==> config.mk <==
export PLATFORM = sky130hd
export DESIGN_NAME = pipe_ctrl_flat
export DESIGN_NICKNAME = d
export VERILOG_FILES = /design/src/rtl/pipe_ctrl_if.sv /design/src/rtl/pipe_ctrl.sv /design/src/flat_wrapper.sv
export SDC_FILE = /design/constraint.sdc
export NUM_CORES = 1
export LEC_CHECK = 0
export CELL_PAD_IN_SITES_DETAIL_PLACEMENT = 1
export CELL_PAD_IN_SITES_GLOBAL_PLACEMENT = 1
export CORE_ASPECT_RATIO = 2
export CORE_MARGIN = 3
export CORE_UTILIZATION = 35
export DETAILED_ROUTE_END_ITERATION = 10
export PLACE_DENSITY = 0.84
export SETUP_SLACK_MARGIN = 0.1
export SYNTH_ARGS = -nofsm -noshare
export SYNTH_HDL_FRONTEND = slang
export SYNTH_SLANG_ARGS = --single-unit
export TNS_END_PERCENT = 1
==> constraint.sdc <==
create_clock -name clk -period 4.1 [get_ports clk]
set_input_delay 1.23 -clock clk [delete_from_list [all_inputs] [get_ports clk]]
set_output_delay 1.23 -clock clk [all_outputs]
set_load 0.02 [all_outputs]
==> src/rtl/pipe_ctrl_if.sv <==
// Pipeline control bundle: stall requests and exception info flowing into the
// controller, and hold/flush/redirect plus statistics flowing back out.
// Signal suffixes are from the controller's point of view.
interface pipe_ctrl_if;
    logic        stallreq_if_i;
    logic        stallreq_id_i;
    logic        stallreq_ex_i;
    logic        stallreq_mem_i;
    logic [31:0] excepttype_i;
    logic [31:0] cp0_epc_i;
    logic [5:0]  stall_o;
    logic        flush_o;
    logic [31:0] new_pc_o;
    logic [31:0] stall_cycles_o;
    logic [31:0] exc_count_o;
    logic        stall_timeout_o;

    // Controller side.
    modport slave (
        input  stallreq_if_i, stallreq_id_i, stallreq_ex_i, stallreq_mem_i,
        input  excepttype_i, cp0_epc_i,
        output stall_o, flush_o, new_pc_o,
        output stall_cycles_o, exc_count_o, stall_timeout_o
    );

    // Pipeline side.
    modport master (
        output stallreq_if_i, stallreq_id_i, stallreq_ex_i, stallreq_mem_i,
        output excepttype_i, cp0_epc_i,
        input  stall_o, flush_o, new_pc_o,
        input  stall_cycles_o, exc_count_o, stall_timeout_o
    );
endinterface

==> src/rtl/pipe_ctrl.sv <==
// Pipeline controller: per-stage stall generation by priority, exception
// sequencing (wait for data bus, freeze one cycle, flush with redirect PC),
// stall/exception statistics and a sticky stall watchdog.
module pipe_ctrl #(
    parameter logic [31:0] EXC_VECTOR = 32'h00000020,
    parameter int unsigned TIMEOUT    = 1023
) (
    input  logic       clk,
    input  logic       rst,
    pipe_ctrl_if.slave bus
);

    localparam logic [31:0] ERET_TYPE = 32'h0000000e;
    localparam logic [31:0] TIMEOUT_C = 32'(TIMEOUT);
    localparam logic [5:0]  STALL_ALL = 6'b111111;

    typedef enum logic [1:0] {
        RUN    = 2'd0,
        PEND   = 2'd1,
        FREEZE = 2'd2,
        FLUSH  = 2'd3
    } state_t;

    state_t      state_q, state_d;
    logic [31:0] exc_type_q, exc_type_d;
    logic [31:0] exc_epc_q, exc_epc_d;
    logic [31:0] stall_cycles_q, stall_cycles_d;
    logic [31:0] exc_count_q, exc_count_d;
    logic [31:0] run_cnt_q, run_cnt_d;
    logic        timeout_q, timeout_d;

    logic [5:0]  stall_s;
    logic        flush_s;
    logic [31:0] new_pc_s;
    logic        exc_s;

    // Highest stalled stage wins; it holds itself and every stage upstream.
    function automatic logic [5:0] stall_priority(input logic s_if, input logic s_id,
                                                  input logic s_ex, input logic s_mem);
        logic [5:0] v;
        if (s_mem) begin
            v = 6'b011111;
        end else if (s_ex) begin
            v = 6'b001111;
        end else if (s_id) begin
            v = 6'b000111;
        end else if (s_if) begin
            v = 6'b000011;
        end else begin
            v = 6'b000000;
        end
        return v;
    endfunction

    assign exc_s = (bus.excepttype_i != 32'h00000000);

    // Hold/flush/redirect outputs decoded from the current state and live inputs.
    always_comb begin
        stall_s  = 6'b000000;
        flush_s  = 1'b0;
        new_pc_s = 32'h00000000;
        case (state_q)
            RUN: begin
                if (exc_s) begin
                    stall_s = STALL_ALL;
                end else begin
                    stall_s = stall_priority(bus.stallreq_if_i, bus.stallreq_id_i,
                                             bus.stallreq_ex_i, bus.stallreq_mem_i);
                end
            end
            PEND: begin
                stall_s = STALL_ALL;
            end
            FREEZE: begin
                stall_s = STALL_ALL;
            end
            FLUSH: begin
                flush_s = 1'b1;
                if (exc_type_q == ERET_TYPE) begin
                    new_pc_s = exc_epc_q;
                end else begin
                    new_pc_s = EXC_VECTOR;
                end
            end
            default: begin
                stall_s = 6'b000000;
            end
        endcase
    end

    // Next-state for the exception sequencer, latched exception info and counters.
    always_comb begin
        state_d        = state_q;
        exc_type_d     = exc_type_q;
        exc_epc_d      = exc_epc_q;
        exc_count_d    = exc_count_q;
        stall_cycles_d = stall_cycles_q;
        run_cnt_d      = run_cnt_q;
        timeout_d      = timeout_q;

        case (state_q)
            RUN: begin
                if (exc_s) begin
                    exc_type_d = bus.excepttype_i;
                    exc_epc_d  = bus.cp0_epc_i;
                    // An in-flight data bus transfer is allowed to complete first.
                    if (bus.stallreq_mem_i) begin
                        state_d = PEND;
                    end else begin
                        state_d = FREEZE;
                    end
                end else begin
                    state_d = RUN;
                end
            end
            PEND: begin
                if (!bus.stallreq_mem_i) begin
                    state_d = FREEZE;
                end else begin
                    state_d = PEND;
                end
            end
            FREEZE: begin
                state_d = FLUSH;
            end
            FLUSH: begin
                state_d     = RUN;
                exc_count_d = exc_count_q + 32'd1;
            end
            default: begin
                state_d = RUN;
            end
        endcase

        if (stall_s != 6'b000000) begin
            stall_cycles_d = stall_cycles_q + 32'd1;
            if (run_cnt_q >= TIMEOUT_C) begin
                run_cnt_d = TIMEOUT_C;
            end else begin
                run_cnt_d = run_cnt_q + 32'd1;
            end
            if (run_cnt_d == TIMEOUT_C) begin
                timeout_d = 1'b1;
            end else begin
                timeout_d = timeout_q;
            end
        end else begin
            run_cnt_d = 32'd0;
        end
    end

    // State and counter registers with synchronous reset.
    always_ff @(posedge clk) begin
        if (rst) begin
            state_q        <= RUN;
            exc_type_q     <= 32'd0;
            exc_epc_q      <= 32'd0;
            stall_cycles_q <= 32'd0;
            exc_count_q    <= 32'd0;
            run_cnt_q      <= 32'd0;
            timeout_q      <= 1'b0;
        end else begin
            state_q        <= state_d;
            exc_type_q     <= exc_type_d;
            exc_epc_q      <= exc_epc_d;
            stall_cycles_q <= stall_cycles_d;
            exc_count_q    <= exc_count_d;
            run_cnt_q      <= run_cnt_d;
            timeout_q      <= timeout_d;
        end
    end

    assign bus.stall_o         = stall_s;
    assign bus.flush_o         = flush_s;
    assign bus.new_pc_o        = new_pc_s;
    assign bus.stall_cycles_o  = stall_cycles_q;
    assign bus.exc_count_o     = exc_count_q;
    assign bus.stall_timeout_o = timeout_q;

endmodule

==> src/flat_wrapper.sv <==
// flat-port wrapper written by rule: the top's interface ports become plain ports
module pipe_ctrl_flat 
#(
    parameter logic [31:0] EXC_VECTOR = 32'h00000020,
    parameter int unsigned TIMEOUT    = 1023
)
  (clk, rst, bus_stallreq_if_i, bus_stallreq_id_i, bus_stallreq_ex_i, bus_stallreq_mem_i, bus_excepttype_i, bus_cp0_epc_i, bus_stall_o, bus_flush_o, bus_new_pc_o, bus_stall_cycles_o, bus_exc_count_o, bus_stall_timeout_o);
  pipe_ctrl_if bus_i ();
  input  logic clk;
  input  logic rst;
  input wire logic [$bits(bus_i.stallreq_if_i)-1:0] bus_stallreq_if_i;
  input wire logic [$bits(bus_i.stallreq_id_i)-1:0] bus_stallreq_id_i;
  input wire logic [$bits(bus_i.stallreq_ex_i)-1:0] bus_stallreq_ex_i;
  input wire logic [$bits(bus_i.stallreq_mem_i)-1:0] bus_stallreq_mem_i;
  input wire logic [$bits(bus_i.excepttype_i)-1:0] bus_excepttype_i;
  input wire logic [$bits(bus_i.cp0_epc_i)-1:0] bus_cp0_epc_i;
  output wire logic [$bits(bus_i.stall_o)-1:0] bus_stall_o;
  output wire logic [$bits(bus_i.flush_o)-1:0] bus_flush_o;
  output wire logic [$bits(bus_i.new_pc_o)-1:0] bus_new_pc_o;
  output wire logic [$bits(bus_i.stall_cycles_o)-1:0] bus_stall_cycles_o;
  output wire logic [$bits(bus_i.exc_count_o)-1:0] bus_exc_count_o;
  output wire logic [$bits(bus_i.stall_timeout_o)-1:0] bus_stall_timeout_o;
  assign bus_i.stallreq_if_i = bus_stallreq_if_i;
  assign bus_i.stallreq_id_i = bus_stallreq_id_i;
  assign bus_i.stallreq_ex_i = bus_stallreq_ex_i;
  assign bus_i.stallreq_mem_i = bus_stallreq_mem_i;
  assign bus_i.excepttype_i = bus_excepttype_i;
  assign bus_i.cp0_epc_i = bus_cp0_epc_i;
  assign bus_stall_o = bus_i.stall_o;
  assign bus_flush_o = bus_i.flush_o;
  assign bus_new_pc_o = bus_i.new_pc_o;
  assign bus_stall_cycles_o = bus_i.stall_cycles_o;
  assign bus_exc_count_o = bus_i.exc_count_o;
  assign bus_stall_timeout_o = bus_i.stall_timeout_o;
  pipe_ctrl #(.EXC_VECTOR(EXC_VECTOR), .TIMEOUT(TIMEOUT)) u_core (.clk(clk), .rst(rst), .bus(bus_i));
endmodule
# --- After elaboration in Yosys (flattened, before gate mapping) ---
# Cells that the tools add are included.
word_totals:
  ff_bits: 163
op_classes:
  add_sub_neg: 3
  magnitude_cmp: 1
  eq_ne: 5
  muxes: 14
  n_bitwise: 1
  reduce_logical: 7
op_table:
  columns: ["cell", "count"]
  rows:
  - ["$mux W32", 4]
  - ["$add A32 B1 Y32 const B", 3]
  - ["$eq A32 B10 Y1 const B", 1]
  - ["$eq A32 B4 Y1 const B", 1]
  - ["$ge A32 B10 Y1 const B", 1]
  - ["$reduce_bool A32 Y1", 1]
  - ["$mux W6", 4]
  - ["$pmux W6 S2", 1]
  - ["$pmux W2 S4", 1]
  - ["$mux W2", 3]
  - ["$reduce_bool A6 Y1", 1]
  - ["$eq A2 B2 Y1 const B", 2]
  - ["$reduce_and A2 Y1", 2]
  - ["$reduce_or A2 Y1", 2]
  - ["$eq A2 B1 Y1 const B", 1]
  - ["$logic_not A2 Y1", 1]
  - ["$mux W1", 1]
  - ["$not A1 Y1", 1]

# --- Logic depth before layout (Yosys ltp) ---
# Gate-level depths: netlist of run 1.
logic_depth:
  word_depth: 10
  depth_mapped: 9
  ltp_nobuf: 7

# --- Worst setup path before layout of run 1 ---
# No wires, ideal clock.
synth_path:
  path_type: "in2out"
  from: "input port bus_stallreq_mem_i"
  to: "output port bus_stall_o[1]"
  arrival_time_ns: 2.794
  slack_ns: 0.076
  path_stages: 7
  path_cell_list: "or3_1 or3_4 o31ai_4 buf_4 buf_4 inv_1 buf_4"
synth_via:
  elab_chain_cells: 3
synth_lines:
  columns: ["element", "line", "text"]
  rows:
  - ["start, declared", "flat_wrapper.sv:14", "input wire logic [$bits(bus_i.stallreq_mem_i)-1:0] bus_stallreq_mem_i;"]
  - ["$mux W6", "pipe_ctrl.sv:41", "if (s_mem) begin"]
  - ["$mux W6", "pipe_ctrl.sv:64", "if (exc_s) begin"]
  - ["$pmux W6 S2", "pipe_ctrl.sv:62", "case (state_q)"]
  - ["end, declared", "flat_wrapper.sv:17", "output wire logic [$bits(bus_i.stall_o)-1:0] bus_stall_o;"]
# No other way between the ends.

# --- Worst setup path in the final report of run 1 ---
layout_path:
  from: "input port bus_excepttype_i[15]"
  to: "output port bus_stall_o[1]"
layout_via:
  elab_chain_cells: 3
layout_lines:
  columns: ["element", "line", "text"]
  rows:
  - ["start, declared", "flat_wrapper.sv:15", "input wire logic [$bits(bus_i.excepttype_i)-1:0] bus_excepttype_i;"]
  - ["$reduce_bool A32 Y1", "pipe_ctrl.sv:55", "assign exc_s = (bus.excepttype_i != 32'h00000000);"]
  - ["$mux W6", "pipe_ctrl.sv:64", null]
  - ["$pmux W6 S2", "pipe_ctrl.sv:62", null]
# No other way between the ends.

==> results of run 1 <==
per-layer routing:
metal	up-vias	track usage, %	wire length [µm]
met5	-	0	0
met4	0	11.68	1042
met3	51	3.374	525
met2	130	40.71	12610
met1	3274	18.98	7564
li1	3272	-	-
Yosys cell counts, drive strengths merged, types with 2 or more instances:
| library cell | count |
|---|---|
| dfxtp | 163 |
| a21oi | 109 |
| mux2 | 3 |
| ha | 8 |
| o21ai | 21 |
| o311ai | 2 |
| and3 | 35 |
| or4 | 26 |
| nor3 | 9 |
| nor4b | 2 |
| and4 | 4 |
| clkbuf | 37 |
| o31ai | 19 |
| xor2 | 12 |
| nor4 | 29 |
| buf | 14 |
| nor2b | 8 |
| nand4 | 23 |
| nand3 | 26 |
| mux2i | 2 |
| nor2 | 44 |
| nand2 | 162 |
| inv | 13 |
| nand2b | 5 |
| a31oi | 4 |
| or3 | 14 |
| or4b | 2 |
| or2 | 3 |
| xnor2 | 18 |
| and2 | 2 |
logic make-up after synthesis:
| logic type | synth area share (%) |
|---|---|
| AOI/OAI and AO/OA | 13.41 |
| xor gates and xnor gates | 3.806 |
| adders and majority gates | 1.450 |
| buffers and inverters | 3.843 |
| DFF | 47.27 |
| muxes | 0.7794 |
| other | 0.05433 |
| and+or+nand+nor | 29.38 |
path summary, 6_finish.rpt:
path | to | slack [ps] | depth (start not counted)
hold reg to reg | u_core.exc_type_q[27]$_SDFFE_PP0P_ | 450 | 2
setup reg to reg | u_core.bus.exc_count_o[27]$_SDFFE_PP0P_ | 1320 | 8
hold / removal | u_core.exc_type_q[27]$_SDFFE_PP0P_ | 450 | 2
setup / recovery | bus_stall_o[1] | 110 | 8
cell usage in the layout, fill, tap and decap left out, types with 18 or more instances in the layout:
cell type / synthesis / routed
sky130_fd_sc_hd__a21oi_1: 109 / 109
sky130_fd_sc_hd__and3_1: 35 / 35
sky130_fd_sc_hd__buf_4: 3 / 24
sky130_fd_sc_hd__clkdlybuf4s50_1: 0 / 130
sky130_fd_sc_hd__conb_1: 1 / 22
sky130_fd_sc_hd__dfxtp_1: 163 / 163
sky130_fd_sc_hd__nand2_1: 161 / 161
sky130_fd_sc_hd__nand3_1: 23 / 23
sky130_fd_sc_hd__nand4_1: 22 / 22
sky130_fd_sc_hd__nor2_1: 44 / 44
sky130_fd_sc_hd__nor4_1: 28 / 21
sky130_fd_sc_hd__o21ai_0: 21 / 19
sky130_fd_sc_hd__or4_1: 26 / 26
sky130_fd_sc_hd__xnor2_1: 18 / 18
metrics by stage:
| stage | power, mW | std cells | util [%] | hold slack, ps |
|---|---|---|---|---|
| 2_1_floorplan | 2.020 | 849 | - | 431.6 |
| 3_3_place_gp | 2.213 | 1252 | 46.54 | 437.3 |
| 3_5_place_dp | 2.232 | 1252 | 46.54 | 445.2 |
| 4_1_cts | 3.840 | 1287 | 49.59 | 454.0 |
| 5_1_grt | 3.957 | 1288 | 49.69 | 474.5 |
| 6_report | 3.782 | 1288 | 49.69 | 454.4 |
worst min-delay path: cells and delay by family, from the launching register on:
family           cells  cell delay [ps]
flip-flops           1              310
AND/OR/NAND/NOR      1               50
AO/OA/AOI/OAI        1               50
sequential cells by signal, summed over array words and instances, names as in the netlist:
register	cells
u_core.bus.stall_cycles_o	32
u_core.bus.exc_count_o	32
u_core.exc_type_q	32
u_core.run_cnt_q	32
u_core.state_q	2
u_core.exc_epc_q	32
u_core.bus.stall_timeout_o	1
what timing repair did:
item / 4_1_cts / 5_1_grt
resized for setup: 120 / 6
endpoints found under the hold margin: 0 / 0
setup endpoints to repair: 6 / 37
hold buffers: 0 / 0
buffers inserted: 5 / 0
pin swaps: 16 / 7
power groups by stage:
stage / Combinational (mW) / Clock [mW] / Sequential (mW)
after global placement: 0.452 / 0 / 1.76
final: 0.449 / 1.60 / 1.73
after CTS: 0.457 / 1.65 / 1.73
after floorplan: 0.260 / 0 / 1.76
after detailed placement: 0.465 / 0 / 1.77
after global routing: 0.501 / 1.71 / 1.74
final cells by class:
type                            instances  area [µm²]
Multi-Input combinational cell        622        3536
Antenna cell                            1       2.502
Clock inverter                         12       145.1
Tap cell                              259       324.1
Inverter                               13       48.80
Fill cell                            2317        9744
Timing Repair Buffer                  199        1862
Clock buffer                           19       442.9
Sequential cell                       163        3263
==> results.md, run 1 <==
Floorplan:
- In this run the core area contains 72 standard-cell rows.
- For this configuration, the core starts out at a cell density of 35.64%.
- The number of top-level pins is 174.
- The floorplan step defined a die boundary enclosing 21550 µm².
- From bottom edge to top edge, the die measures 204.6 µm.
- The core outline area is 19370 µm².
- The overall die width is 105.3 µm.

Cells and area:
- With fillers left out, the area of the finished cells amounts to 9624 µm².
- The post-route netlist has 10.60% of its cells at a drive strength greater than 1.
- The net count of the finished layout is 1094.
- The area added between synthesis and finish is 39.42%.

Critical path:
- The cell family contributing the most delay on the critical path is buffers and inverters.
- The first element of the critical path is bus_excepttype_i[15].
- Of all nets on the critical path, the largest fanout is 4.
- Walking the worst path, the cells encountered are dlygate4sd2_1 > nor4_2 > nand4_1 > buf_4 > buf_6 > o31ai_4 > inv_2 > buf_6.
- The number of buffers and inverters on the critical path is 5.
- The capturing element type of the critical path is an output port.
- The worst setup path is launched from an input pin.
- The worst setup path is of the in2out kind.
- For this design, the slowest cell found on the critical path is sky130_fd_sc_hd__o31ai_4.
- STA puts the critical path data arrival time at 2760 ps.
- The startpoint of the worst-slack reg-to-reg timing path is u_core.state_q[1]$_SDFF_PP0_.
- On the worst path, the slowest cell contributes a delay of 340 ps.
- The cell that appears most often on the critical path is sky130_fd_sc_hd__buf_6.
- STA puts the critical path data required time at 2870 ps.

Clocking:
- The cell at the root of the clock tree is sky130_fd_sc_hd__clkbuf_16.
- The tree built by TritonCTS fans out to 163 sinks.
- TritonCTS built the clock tree.
- The insertion delay of the later-clocked pin in the worst-skew pair is 430 ps.
- The number of H-tree levels is 4.
- After clock tree synthesis, the clock-pin slew on the worst setup and hold paths is 70 ps.
- Buffers inserted during clock tree synthesis total 17.
- The longest clock path from root to sink contains 2 buffers.

Synth:
- Sequential cells were found to cover 47.27% of the synthesized design area.
- Synthesis handed over a netlist of 828 instances.
- The synthesized flop and latch total is 163.
- Among all flip-flop cells after synthesis, the most frequent one is sky130_fd_sc_hd__dfxtp_1.
- The average instance in the mapped netlist occupies 8.337 µm².
- The count of distinct cell types in the synthesized netlist is 51.
- sky130_fd_sc_hd__dfxtp_1 takes more of the synthesized area than any other cell.
- The top cell type by area accounts for 47.27% of the synthesized area.
- The total number of yosys warnings is 0.
- Yosys mapped a number of flops with a built-in enable equal to 0.
- Ranked by total cell area, the synthesized netlist is headed by sky130_fd_sc_hd__dfxtp_1 47%, sky130_fd_sc_hd__nand2_1 8.8%, sky130_fd_sc_hd__a21oi_1 7.9%.
- The share of synthesized flip-flops with an asynchronous set or reset is 0%.
- The cell area after synthesis is 6903 µm².

Detailed routing:
- Dividing the detail-routed wire length by the instance count gives 16.88 µm.
- The routed layout has 6727 vias.
- The wire length reported by the detailed router is 21.75 mm.
- In the routed design, unresolved DRC markers number 0.
- In the routed layout, each cell is associated on average with a via count of 5.223.
- The first detailed-routing pass took 5 iterations.
- The number of violations reported at the end of detailed-routing iteration 0 is 167.
- The detail route stage leaves a number of antenna-violating nets equal to 0.

Timing:
- The final worst setup slack is 114.6 ps.
- The final clock skew is 11.76 ps.
- The total negative slack is 0 ps.
- The measured slew at the worst slew-check pin is 978.7 ps.
- The final count of hold timing violations is 0.
- In the finished design, the share of the clock period the worst path needs comes to 97.21%.
- The shortest period the worst path allows is 3985 ps.
- The number of max-slew violations in the final report is 0.
- Setup violations remaining at the end of the flow were counted as 0.
- Setup repair after global routing could not meet its margin everywhere.
- Headroom to the max-slew limit came out at 34.45%.
- The maximum clock frequency is 250.9 MHz.

Global routing:
- The initial antenna violation count is 1.
- The first global-routing pass estimated 35.15 mm of wire.
- Global routing finished with a remaining overflow of 0.
- Entering global routing, the biggest net connects 93 pins.
- Global routing consumed, over all layers together, 20.44% of the routing resources.
- The via count of the first global-routing pass is 7148.

Power:
- The switching power is 1.004 mW.
- For this design the static power due to leakage is 3.552 nW.
- Registers are responsible for 45.8% of the overall power.
- The internal power of the cells totals 2.777 mW.
- The power per cell area is 393.0 nW/µm².
- Net switching is 26.56% of the power.
- The share of power burned in the clock network is 42.3%.
- The part of the total power dissipated in combinational logic is 11.9%.
- The maximum VDD drop is 0.2308 mV.

Flow run:
- The count of max-cap constraint violations is 0.

Placed design:
- The area of placed instances is 9014 µm².
- The setup slack at placement is -711.2 ps.
- The last weighted congestion value of the routability-driven placer is 0.8206.
- The wire-length estimate of the detail-placed layout is 15.71 mm.
- The count of buffers added on input and output ports is 173.

Worst hold path:
- The class of the most critical hold timing path is reg2reg.
- The start point of the worst hold path is u_core.exc_type_q[27]$_SDFFE_PP0P_.

Outcome:
- The flow ran to the end, and the final reports show no timing, DRC or antenna violations.
Power figures use the tool's default switching activity.
==> inputs of run 2 (changes only) <==
--- a/config.mk
+++ b/config.mk
@@ -5,6 +5,7 @@
 export SDC_FILE = /design/constraint.sdc
 export NUM_CORES = 1
 export LEC_CHECK = 0
+export ABC_CLOCK_PERIOD_IN_PS = 4100
 export CELL_PAD_IN_SITES_DETAIL_PLACEMENT = 1
 export CELL_PAD_IN_SITES_GLOBAL_PLACEMENT = 1
 export CORE_ASPECT_RATIO = 2
==> results of run 2 <==
Same layout as run 1: the final DEF is identical, and so are final timing and power.
==> inputs of run 3 (changes only) <==
--- a/config.mk
+++ b/config.mk
@@ -5,6 +5,7 @@
 export SDC_FILE = /design/constraint.sdc
 export NUM_CORES = 1
 export LEC_CHECK = 0
+export ABC_AREA = 1
 export ABC_CLOCK_PERIOD_IN_PS = 4100
 export CELL_PAD_IN_SITES_DETAIL_PLACEMENT = 1
 export CELL_PAD_IN_SITES_GLOBAL_PLACEMENT = 1
@@ -12,7 +13,7 @@
 export CORE_MARGIN = 3
 export CORE_UTILIZATION = 35
 export DETAILED_ROUTE_END_ITERATION = 10
-export PLACE_DENSITY = 0.84
+export PLACE_DENSITY = 0.85
 export SETUP_SLACK_MARGIN = 0.1
 export SYNTH_ARGS = -nofsm -noshare
 export SYNTH_HDL_FRONTEND = slang
==> run 3 against run 2 <==
Effect of this change:
- fmax fell by 0.34%
- utilization about the same
- largest cell class unchanged
- hold slack lost 2.3 ps
- sequential share of layout area is 2.1 points lower
- non-clock buffer count shrank 1
- largest power group unchanged
- clock skew grew 2.0 ps
==> results.md, run 3 <==
Power:
- The cell leakage power is 3.900 nW.
- The power per cell area is 398.5 nW/µm².
- IR analysis of the VDD net gives a maximum drop of 0.2751 mV.

Timing:
- Setup repair after global routing could not meet its margin everywhere.
- The number of max-slew violations in the final report came to 0.
- On the final layout, the worst clock skew is 13.76 ps.
- The clock period could shrink to 3999 ps.
- The number of failing setup endpoints in the final timing report is 0.
- In this run the tightest slew margin relative to its limit is 47.48%.
- The final clock period utilization by the worst path is 97.53%.
- The final count of hold timing violations is 0.
- Based on the critical path, the design can be clocked at up to 250.1 MHz.
- At the pin with the least slew margin, the transition time is 784.9 ps.

Clocking:
- The cell at the root of the clock tree is sky130_fd_sc_hd__clkbuf_16.
- The number of H-tree levels is 4.
- In this run, CTS created clock tree buffers numbering 17.
- Clock-pin slew was measured on the worst setup and hold paths at 70 ps.
- The maximum root-to-sink buffer count is 2.
- TritonCTS built the clock tree.
- The post-CTS setup repair buffer count is 0.
- The insertion delay of the later-clocked pin in the worst-skew pair is 430 ps.
- The clock drives 163 sinks.

Cells and area:
- The layout cell share with drive strength beyond 1 is 7.552%.
- Compared with the post-synthesis result, the final layout area differs by 38.16%.
- The non-filler instance count after layout is 1527.
- In the layout the commonest cells are 211 x sky130_fd_sc_hd__nor2_1, 178 x sky130_fd_sc_hd__nand2_1, 163 x sky130_fd_sc_hd__clkdlybuf4s50_1, 163 x sky130_fd_sc_hd__dfxtp_1, 94 x sky130_fd_sc_hd__inv_1.
- The most common cell after layout, fill and taps aside is sky130_fd_sc_hd__nor2_1.
- The number of nets in the layout is 1323.
- The post-layout instance area is 10260 µm².

Detailed routing:
- The routed layout has 7670 vias.
- Using the TritonRoute via totals, the vias-per-cell ratio works out to 5.023.
- For this run, design rule violations remaining after detail routing come to 0.
- For this run, the detailed router's first-pass iteration total came to 5.
- In this run, the number of DRC markers left after iteration 0 of detailed routing was 287.
- Dividing the detail-routed wire length by the instance count gives 16.93 µm.
- The number of nets with antenna violations after detailed routing is 0.
- The routed design has 25.86 mm of wire.

Critical path:
- The kind of start point of the critical path is an input pin.
- The most repeated library cell on the critical path is sky130_fd_sc_hd__nor2_1.
- For this design, the slowest cell found on the critical path is sky130_fd_sc_hd__clkdlybuf4s50_1.
- The largest incremental delay on the critical path is 470 ps.
- Walking the worst path, the cells encountered are clkdlybuf4s50_1 > nor2_1 > nand2_1 > nor2_1 > nand2_2 > nor2_4 > buf_4 > o21ai_0 > clkdlybuf4s15_1.
- Along the worst path, the maximum fanout reaches 2.
- The data arrival at the endpoint of the critical path is 2770 ps.
- The worst endpoint required time is 2870 ps.
- The capturing element type of the critical path is an output port.
- The category of the critical setup timing path is in2out.

Floorplan:
- The site row count is 74.
- The die covers 23100 µm².
- The overall die width is 109.0 µm.
- The number of top-level pins is 174.
- The die extent in y is 212.0 µm.
- The core outline area is 20650 µm².
- Once the floorplan was initialized, standard cells occupied 35.95% of the core.

Placed design:
- The placed instance count is 1492.
- The area of placed instances is 9555 µm².
- The HPWL after detailed placement is 19.73 mm.
- At the end of routability-driven placement, the weighted congestion stood at 0.9642.
- The number of port buffers is 173.

Synth:
- Ranked by instance count, the synthesized netlist is headed by 214 x sky130_fd_sc_hd__nor2_1, 180 x sky130_fd_sc_hd__nand2_1, 163 x sky130_fd_sc_hd__dfxtp_1, 94 x sky130_fd_sc_hd__inv_1, 91 x sky130_fd_sc_hd__a21oi_1.
- After synthesis, the largest area contributor takes up 43.96% of total cell area.
- During synthesis, Yosys emitted a total of 0 warnings.
- sky130_fd_sc_hd__dfxtp_1 takes more of the synthesized area than any other cell.
- The most common cell in the netlist is sky130_fd_sc_hd__nor2_1.
- For this run, the leading register cell type out of synthesis is sky130_fd_sc_hd__dfxtp_1.
- The mean instance size in the synthesized netlist is 7.077 µm².
- Synthesis produced 1049 cells.
- Counting flops with a built-in enable in the synthesized netlist gives 0.
- Yosys mapped the design onto 37 distinct sky130hd cell types.
- The share of synthesized flip-flops with an asynchronous set or reset is 0%.
- The synthesized design contains 163 register bits.
- Sequential elements use 43.96% of the synthesized area.
- The mapped netlist covers 7423 µm².
- Sorting the synthesized cells by area gives the leading types as sky130_fd_sc_hd__dfxtp_1 44%, sky130_fd_sc_hd__nor2_1 11%, sky130_fd_sc_hd__nand2_1 9.1%.

Worst hold path:
- The class of the most critical hold timing path is reg2reg.

Global routing:
- The pin count of the biggest net entering global routing is 43.
- The initial antenna violation count is 3.
- The total overflow left after global routing is 0.
- The wire length of the first global-routing pass is 40.70 mm.
- The via count of the first global-routing pass is 8157.
- In the global route stage, overall resource usage came out at 22.87%.

Outcome:
- The run finished with clean final reports.

Flow run:
- The count of max-cap constraint violations is 0.
[run 3: changes by cell type after synthesis, moves of 14 or more]
cell | before | now
sky130_fd_sc_hd__nor4_1 | 28 | 9
sky130_fd_sc_hd__nand3_1 | 23 | 47
sky130_fd_sc_hd__clkbuf_1 | 37 | 20
sky130_fd_sc_hd__a21oi_1 | 109 | 91
sky130_fd_sc_hd__inv_1 | 13 | 94
sky130_fd_sc_hd__or4_1 | 26 | 0
sky130_fd_sc_hd__nand2_1 | 161 | 180
sky130_fd_sc_hd__and3_1 | 35 | 0
sky130_fd_sc_hd__o31ai_1 | 18 | 1
sky130_fd_sc_hd__o21ai_0 | 21 | 88
sky130_fd_sc_hd__nor3_1 | 8 | 22
sky130_fd_sc_hd__nor2_1 | 44 | 214
[run 3: cells by family (layout without fill, tap and decap cells)]
group / after synthesis / count (layout) / share of synthesized area, %
AO/OA/AOI/OAI: 187 / 187 / 12.81
XOR/XNOR: 35 / 35 / 4.129
adder cells (fa/ha/maj): 8 / 8 / 1.348
buffers and inverters: 139 / 327 / 7.686
flip-flops: 163 / 163 / 43.96
other: 1 / 25 / 0.05052
AND/OR/NAND/NOR: 516 / 516 / 30.02
[run 3: critical path, delay by kind of cell]
kind,cells,cell delay [ps]
buf+inv,3,910
simple gates,5,580
compound gates,1,70
[run 3: metal layers]
metal	track usage, %	wire [µm]	up-vias
met1	19.49	8377	3662
met5	0	0	-
li1	-	-	3751
met3	4.150	889	63
met2	46.24	15210	194
met4	13.82	1382	0
[run 3: power breakdown]
group | switching, mW | internal [mW] | total [mW]
Sequential | 0.0676 | 1.70 | 1.77
Clock | 0.713 | 1.06 | 1.77
Combinational | 0.336 | 0.211 | 0.547
Total | 1.12 | 2.97 | 4.09
[run 3: area by class of cell]
| cell class | instances | area [µm²] |
|---|---|---|
| Clock inverter | 14 | 214.0 |
| Timing Repair Buffer | 198 | 1912 |
| Clock buffer | 18 | 439.2 |
| Multi-Input combinational cell | 768 | 3724 |
| Sequential cell | 163 | 3263 |
| Inverter | 97 | 364.1 |
| Antenna cell | 3 | 7.507 |
| Fill cell | 2605 | 10390 |
| Tap cell | 266 | 332.8 |
[run 3: repair_timing]
action,in CTS,in global routing
resized for setup,27,11
hold buffers,0,0
endpoints found under the setup margin,6,37
cloned,0,0
pin swaps,7,5
[run 3: through the flow]
step	setup TNS [ps]	power [mW]	util (%)	worst slack, ps	hold WS [ps]
after global routing	0	4.266	49.67	11.33	473.0
final	0	4.087	49.67	101.1	452.1
after floorplan	0	2.111	-	451.8	429.3
after detailed placement	-2195	2.344	46.28	-475.3	445.4
after global placement	-2066	2.322	46.28	-423.3	437.7
after CTS	0	4.129	49.53	66.43	456.2
[run 3: worst paths after layout]
kind,startpoint,slack [ps],end,depth (start not counted)
worst max-delay path,bus_excepttype_i[4],100,bus_stall_o[5],9
worst min register to register,u_core.exc_epc_q[8]$_SDFFE_PP0P_,450,u_core.exc_epc_q[8]$_SDFFE_PP0P_,2
worst max register to register,u_core.run_cnt_q[0]$_SDFF_PP0_,1870,u_core.bus.stall_timeout_o$_SDFFE_PP0P_,11
worst min-delay path,u_core.exc_epc_q[8]$_SDFFE_PP0P_,450,u_core.exc_epc_q[8]$_SDFFE_PP0P_,2
